<file path="src/rtl/rtc_bus_sched.sv">
// RTC bus scheduler: runs refresh bursts of nine BCD register reads, commits them atomically
// as 18 display digits, and slots user writes in at transaction boundaries.
module rtc_bus_sched #(
  parameter int unsigned PHASE_CYC = 4
) (
  input  logic       clk,
  input  logic       reset,
  input  logic       tick,
  input  logic       wr_req,
  input  logic [7:0] wr_addr,
  input  logic [7:0] wr_data,
  output logic       wr_ack,
  input  logic [7:0] bus_ad_in,
  output logic [7:0] bus_ad_out,
  output logic       bus_ad_oe,
  output logic       bus_ale,
  output logic       bus_cs_n,
  output logic       bus_rd_n,
  output logic       bus_wr_n,
  output logic       busy,
  output logic       frame_done,
  output logic [3:0] dig0,
  output logic [3:0] dig1,
  output logic [3:0] dig2,
  output logic [3:0] dig3,
  output logic [3:0] dig4,
  output logic [3:0] dig5,
  output logic [3:0] dig6,
  output logic [3:0] dig7,
  output logic [3:0] dig8,
  output logic [3:0] dig9,
  output logic [3:0] dig10,
  output logic [3:0] dig11,
  output logic [3:0] dig12,
  output logic [3:0] dig13,
  output logic [3:0] dig14,
  output logic [3:0] dig15,
  output logic [3:0] dig16,
  output logic [3:0] dig17
);

  localparam int unsigned CntW = (PHASE_CYC > 1) ? $clog2(PHASE_CYC) : 1;
  localparam logic [CntW-1:0] CntLast = CntW'(PHASE_CYC - 1);
  localparam logic [3:0] LastIdx = 4'd8;

  typedef enum logic [1:0] {StIdle, StAddr, StStrobe, StRecov} state_e;

  state_e          state_q, state_d;
  logic [CntW-1:0] cnt_q, cnt_d;
  logic            is_wr_q;
  logic [7:0]      addr_q;
  logic [7:0]      data_q;
  logic [3:0]      idx_q;
  logic            burst_q;
  logic            pend_q;
  logic            wr_ack_q;
  logic            frame_done_q;
  logic [7:0]      shadow_q [9];
  logic [7:0]      frame_q [9];

  logic phase_last;
  logic wr_grant;
  logic rd_go;

  function automatic logic [7:0] rd_addr(input logic [3:0] idx);
    logic [7:0] a;
    case (idx)
      4'd0:    a = 8'h24;
      4'd1:    a = 8'h25;
      4'd2:    a = 8'h26;
      4'd3:    a = 8'h23;
      4'd4:    a = 8'h22;
      4'd5:    a = 8'h21;
      4'd6:    a = 8'h43;
      4'd7:    a = 8'h42;
      4'd8:    a = 8'h41;
      default: a = 8'h00;
    endcase
    return a;
  endfunction

  assign phase_last = (cnt_q == CntLast);
  // The requester still holds wr_req during the ack cycle; it must not re-grant.
  assign wr_grant   = wr_req && !wr_ack_q;
  assign rd_go      = burst_q || pend_q || tick;

  always_comb begin
    state_d = state_q;
    cnt_d   = cnt_q;
    case (state_q)
      StIdle: begin
        cnt_d = '0;
        if (wr_grant || rd_go) begin
          state_d = StAddr;
        end
      end
      StAddr: begin
        if (phase_last) begin
          cnt_d   = '0;
          state_d = StStrobe;
        end else begin
          cnt_d = cnt_q + CntW'(1);
        end
      end
      StStrobe: begin
        if (phase_last) begin
          cnt_d   = '0;
          state_d = StRecov;
        end else begin
          cnt_d = cnt_q + CntW'(1);
        end
      end
      StRecov: begin
        if (phase_last) begin
          cnt_d   = '0;
          state_d = StIdle;
        end else begin
          cnt_d = cnt_q + CntW'(1);
        end
      end
      default: begin
        state_d = StIdle;
        cnt_d   = '0;
      end
    endcase
  end

  always_ff @(posedge clk or posedge reset) begin
    if (reset) begin
      state_q <= StIdle;
      cnt_q   <= '0;
    end else begin
      state_q <= state_d;
      cnt_q   <= cnt_d;
    end
  end

  always_ff @(posedge clk or posedge reset) begin
    if (reset) begin
      is_wr_q      <= 1'b0;
      addr_q       <= '0;
      data_q       <= '0;
      idx_q        <= '0;
      burst_q      <= 1'b0;
      pend_q       <= 1'b0;
      wr_ack_q     <= 1'b0;
      frame_done_q <= 1'b0;
      for (int i = 0; i < 9; i++) begin
        shadow_q[i] <= '0;
        frame_q[i]  <= '0;
      end
    end else begin
      wr_ack_q     <= 1'b0;
      frame_done_q <= 1'b0;

      if (state_q == StIdle) begin
        if (wr_grant) begin
          is_wr_q <= 1'b1;
          addr_q  <= wr_addr;
          data_q  <= wr_data;
          if (tick) begin
            pend_q <= 1'b1;
          end
        end else if (rd_go) begin
          is_wr_q <= 1'b0;
          if (burst_q) begin
            addr_q <= rd_addr(idx_q);
            if (tick) begin
              pend_q <= 1'b1;
            end
          end else begin
            // New burst; any tick seen now is absorbed by it.
            addr_q  <= rd_addr(4'd0);
            idx_q   <= '0;
            burst_q <= 1'b1;
            pend_q  <= 1'b0;
          end
        end
      end else if (tick) begin
        pend_q <= 1'b1;
      end

      if (state_q == StStrobe && phase_last && !is_wr_q) begin
        shadow_q[idx_q] <= bus_ad_in;
      end

      if (state_q == StRecov && phase_last) begin
        if (is_wr_q) begin
          wr_ack_q <= 1'b1;
        end else if (idx_q == LastIdx) begin
          frame_q      <= shadow_q;
          frame_done_q <= 1'b1;
          burst_q      <= 1'b0;
          idx_q        <= '0;
        end else begin
          idx_q <= idx_q + 4'd1;
        end
      end
    end
  end

  // Bus pins decode straight from state so reset idles them without waiting for a clock.
  always_comb begin
    bus_ale    = 1'b0;
    bus_cs_n   = 1'b1;
    bus_rd_n   = 1'b1;
    bus_wr_n   = 1'b1;
    bus_ad_oe  = 1'b0;
    bus_ad_out = '0;
    case (state_q)
      StAddr: begin
        bus_ale    = 1'b1;
        bus_cs_n   = 1'b0;
        bus_ad_oe  = 1'b1;
        bus_ad_out = addr_q;
      end
      StStrobe: begin
        bus_cs_n = 1'b0;
        if (is_wr_q) begin
          bus_wr_n   = 1'b0;
          bus_ad_oe  = 1'b1;
          bus_ad_out = data_q;
        end else begin
          bus_rd_n = 1'b0;
        end
      end
      default: ;
    endcase
  end

  assign wr_ack     = wr_ack_q;
  assign frame_done = frame_done_q;
  assign busy       = (state_q != StIdle);

  assign dig0  = frame_q[0][7:4];
  assign dig1  = frame_q[0][3:0];
  assign dig2  = frame_q[1][7:4];
  assign dig3  = frame_q[1][3:0];
  assign dig4  = frame_q[2][7:4];
  assign dig5  = frame_q[2][3:0];
  assign dig6  = frame_q[3][7:4];
  assign dig7  = frame_q[3][3:0];
  assign dig8  = frame_q[4][7:4];
  assign dig9  = frame_q[4][3:0];
  assign dig10 = frame_q[5][7:4];
  assign dig11 = frame_q[5][3:0];
  assign dig12 = frame_q[6][7:4];
  assign dig13 = frame_q[6][3:0];
  assign dig14 = frame_q[7][7:4];
  assign dig15 = frame_q[7][3:0];
  assign dig16 = frame_q[8][7:4];
  assign dig17 = frame_q[8][3:0];

endmodule

</file>
<file path="config.mk">
export PLATFORM = sky130hd
export DESIGN_NAME = rtc_bus_sched
export DESIGN_NICKNAME = d
export VERILOG_FILES = /design/src/rtl/rtc_bus_sched.sv
export SDC_FILE = /design/constraint.sdc
export NUM_CORES = 1
export LEC_CHECK = 0
export CORE_ASPECT_RATIO = 0.9
export CORE_UTILIZATION = 48
export DETAILED_ROUTE_END_ITERATION = 6
export PLACE_DENSITY = 0.8
export SLEW_MARGIN = 20
export SYNTH_ARGS = -nofsm -noshare
export SYNTH_HDL_FRONTEND = slang
export SYNTH_SLANG_ARGS = --single-unit
</file>
<file path="constraint.sdc">
create_clock -name clk -period 6.3 [get_ports clk]
set_clock_uncertainty 0.15 [all_clocks]
set_input_delay 1.26 -clock clk [delete_from_list [all_inputs] [get_ports clk]]
set_output_delay 1.26 -clock clk [all_outputs]
set_load 0.02 [all_outputs]
</file>
==> run_results.csv <==
group,metric,value,unit
sta,fmax,249,MHz
worst_setup_path,cp.required,4890,ps
synth,yosys.area_share.xor_xnor,0,%
die,dieWidth,129,µm
worst_setup_path,worstPathMaxFanout,10,
synth,synthAdderAreaFrac,1.97,%
global_route,grt_pass1_vias,4311,
hold_path,hold_class,"flop to flop",
sta,period_needed,4010,ps
synth,synth-compound-area-share,3.35,%
worst_setup_path,path_cells,"inv_1, ha_1, and2_1, a22oi_1, nor2_1, clkdlybuf4s50_1",
die,dieArea,0.0150,mm²
pwr,ir_drop,0.000268,V
synth,synth_top_area_cell,"dfrtp_1",
clock_tree,clk_latency,420,ps
synth,yosys_warnings,0,
worst_setup_path,slowest_stage,"clkdlybuf4s50_1",
finish,layout-drive-gt1-share,32.2,%
global_route,overflow,0,
sta,tightest_slew,984,ps
synth,synthDistinctLibCells,43,
routing,wl_per_cell,18.2,µm
status,status,"finished clean",
global_route,busiest_layer,"met2",
clock_tree,cts_setup_buffers,0,
pwr,p_leak,0.00413,µW
global_route,antenna_found_initial,0,
finish,largestRegisters,"shadow_q: 72 flops, addr_q: 8 flops, data_q: 8 flops",
clock_tree,cts_tree,"yes",
routing,viasPerCell,5.28,
sta,maxSlewHeadroom,34.4,%
worst_setup_path,cp-end-kind,"output port",
pwr,power.density,428,mW/mm²
finish,mostFrequentLayoutCells,"dfrtp_1, mux2_2, clkdlybuf4s50_1",
placed_design,io_buffers,115,
sta,rsz0062_at_grt,"false",
synth,async_reset_ff_share,100,%
global_route,grt.total_usage,20.7,%
die,rows,41,
clock_tree,numCtsBuffers,17,
die,core_area,0.0141,mm²
routing,drt-initial-drc-count,232,
sta,drv_slew,0,
synth,synth_flop_cell,"dfrtp_1",
flow_run,cap_violations,0,
worst_setup_path,cp.arrival,2600,ps
routing,firstDrtPassIters,4,
finish,regMostFlops,"shadow_q",
worst_setup_path,max_stage_delay,620,ps
global_route,use_met2,34.3,%
clock_tree,cts_htree_levels,4,
synth,synth_cells,467,
synth,synth_top_family_by_area,"multiplexers",
clock_tree,ctsResizeCount,0,
placed_design,gp_congestion,0.830,
sta,hold_viol,0,
synth,synth-simple-area-share,5.24,%
routing,route.vias.total,4179,
finish,antenna_cells,0,
sta,fin_crit_sh,63.7,%
global_route,use_met1,26.8,%
worst_setup_path,start_kind,"flop",
sta,final.setup.tns,0,ps
die,boundaryPins,116,
clock_tree,cts.clk_slew.worst_paths,60,ps
worst_setup_path,critPathKind,"flop to output port",
global_route,grt_first_pass_wirelength,22900,µm
clock_tree,cts_buffer_depth,2,
clock_tree,clock_sinks,173,
finish,areaGrowthSynthToFinish,28.0,%
synth,synth_top_cell_area_share,62.1,%
synth,synth.area.mux_share,25.4,%
clock_tree,cts_hold_buf,0,
synth,syn_nets,506,
die,initial_core_util,49.5,%
die,die_height,116,µm
global_route,met3_usage,4.72,%
clock_tree,cts_root_buf,"clkbuf_16",
finish,largest_reg_flops,72,
synth,synth_edf_count,0,
synth,synth-seq-cells,173,
routing,drcViolationCount,0,
finish,fin_nets,625,
synth,ys_seq_area_share,62.1,%
finish,final_common_cell,"dfrtp_1",
synth,synth_area_leaders,"dfrtp_1, mux2_2, ha_1",
global_route,grt_max_degree,75,
synth,syn_avg_cell_area,14.9,µm²
placed_design,dp_hpwl,9620,µm
pwr,power,3820,µW
routing,ant_nets,0,
routing,wirelength,14400,µm
sta,finalSetupViolCount,0,
synth,synthesis.area,0.00698,mm²
final timing paths:
kind | start | endpoint | slack (ps) | cells after the start
max | state_q[0] | bus_ad_out[5] | 2290 | 6
min | cnt_q[0] | cnt_q[0] | 310 | 1
max reg2reg | cnt_q[0] | dig15[3] | 3690 | 6
min reg2reg | cnt_q[0] | cnt_q[0] | 310 | 1
max in group asynchronous | reset | shadow_q[35] | 3690 | 3
min in group asynchronous | reset | shadow_q[62] | 1130 | 2
through the flow:
step | cell area [µm²] | util [%] | cells | hold WS (ps) | worst slack [ps]
finish | 8930 | 63.3 | 792 | 312 | 2290
global route | 8930 | 63.3 | 792 | 323 | 2160
CTS | 8930 | 63.3 | 792 | 314 | 2300
detailed placement | 8310 | 58.9 | 760 | 299 | 2760
global placement | 8310 | 58.9 | 760 | 276 | 2890
floorplan | 6980 | - | 467 | 265 | 202
where the power goes:
| part | internal [µW] | total [µW] | switching, µW |
|---|---|---|---|
| logic | 576 | 1130 | 558 |
| registers | 1410 | 1610 | 204 |
| clock network | 664 | 1070 | 408 |
cells in the mapped netlist (3+ instances only):
cell type	n
a22oi_1	8
a32o_1	5
buf_4	7
clkbuf_1	7
dfrtp_1	173
ha_1	11
inv_1	11
mux2_1	6
mux2_2	139
mux2_4	8
nand2_1	13
nand2b_1	4
nand3_1	5
nor2_1	23
nor3_1	3
nor3_2	3
o21ai_0	4
logic make-up after synthesis:
kind of cell | Yosys count
DFF | 173
muxes | 155
and+or+nand+nor | 68
AOI/OAI and AO/OA | 31
buffers and inverters | 29
adders and majority gates | 11
worst max-delay path, delay by kind of cell, from the launching register on:
family / cells / cell delay [ps]
AND/OR/NAND/NOR: 2 / 520
AO/OA/AOI/OAI: 1 / 120
buffers and inverters: 2 / 760
flip-flops: 1 / 410
adder cells (fa/ha/maj): 1 / 370
metal layers:
metal | part of all wire, % | vias to the layer above
met1 | 44 | 2168
met5 | 0 | -
met4 | 1.6 | 0
met3 | 3.2 | 20
met2 | 51 | 99
li1 | - | 1892
final cells by class:
class	instances	area, µm²
Clock buffer	22	484
Clock inverter	10	136
Fill cell	1039	5180
Inverter	11	46.3
Multi-Input combinational cell	265	2520
Sequential cell	173	4330
Tap cell	193	241
Timing Repair Buffer	118	1170
Note: power is estimated with default switching activity, not from simulation.
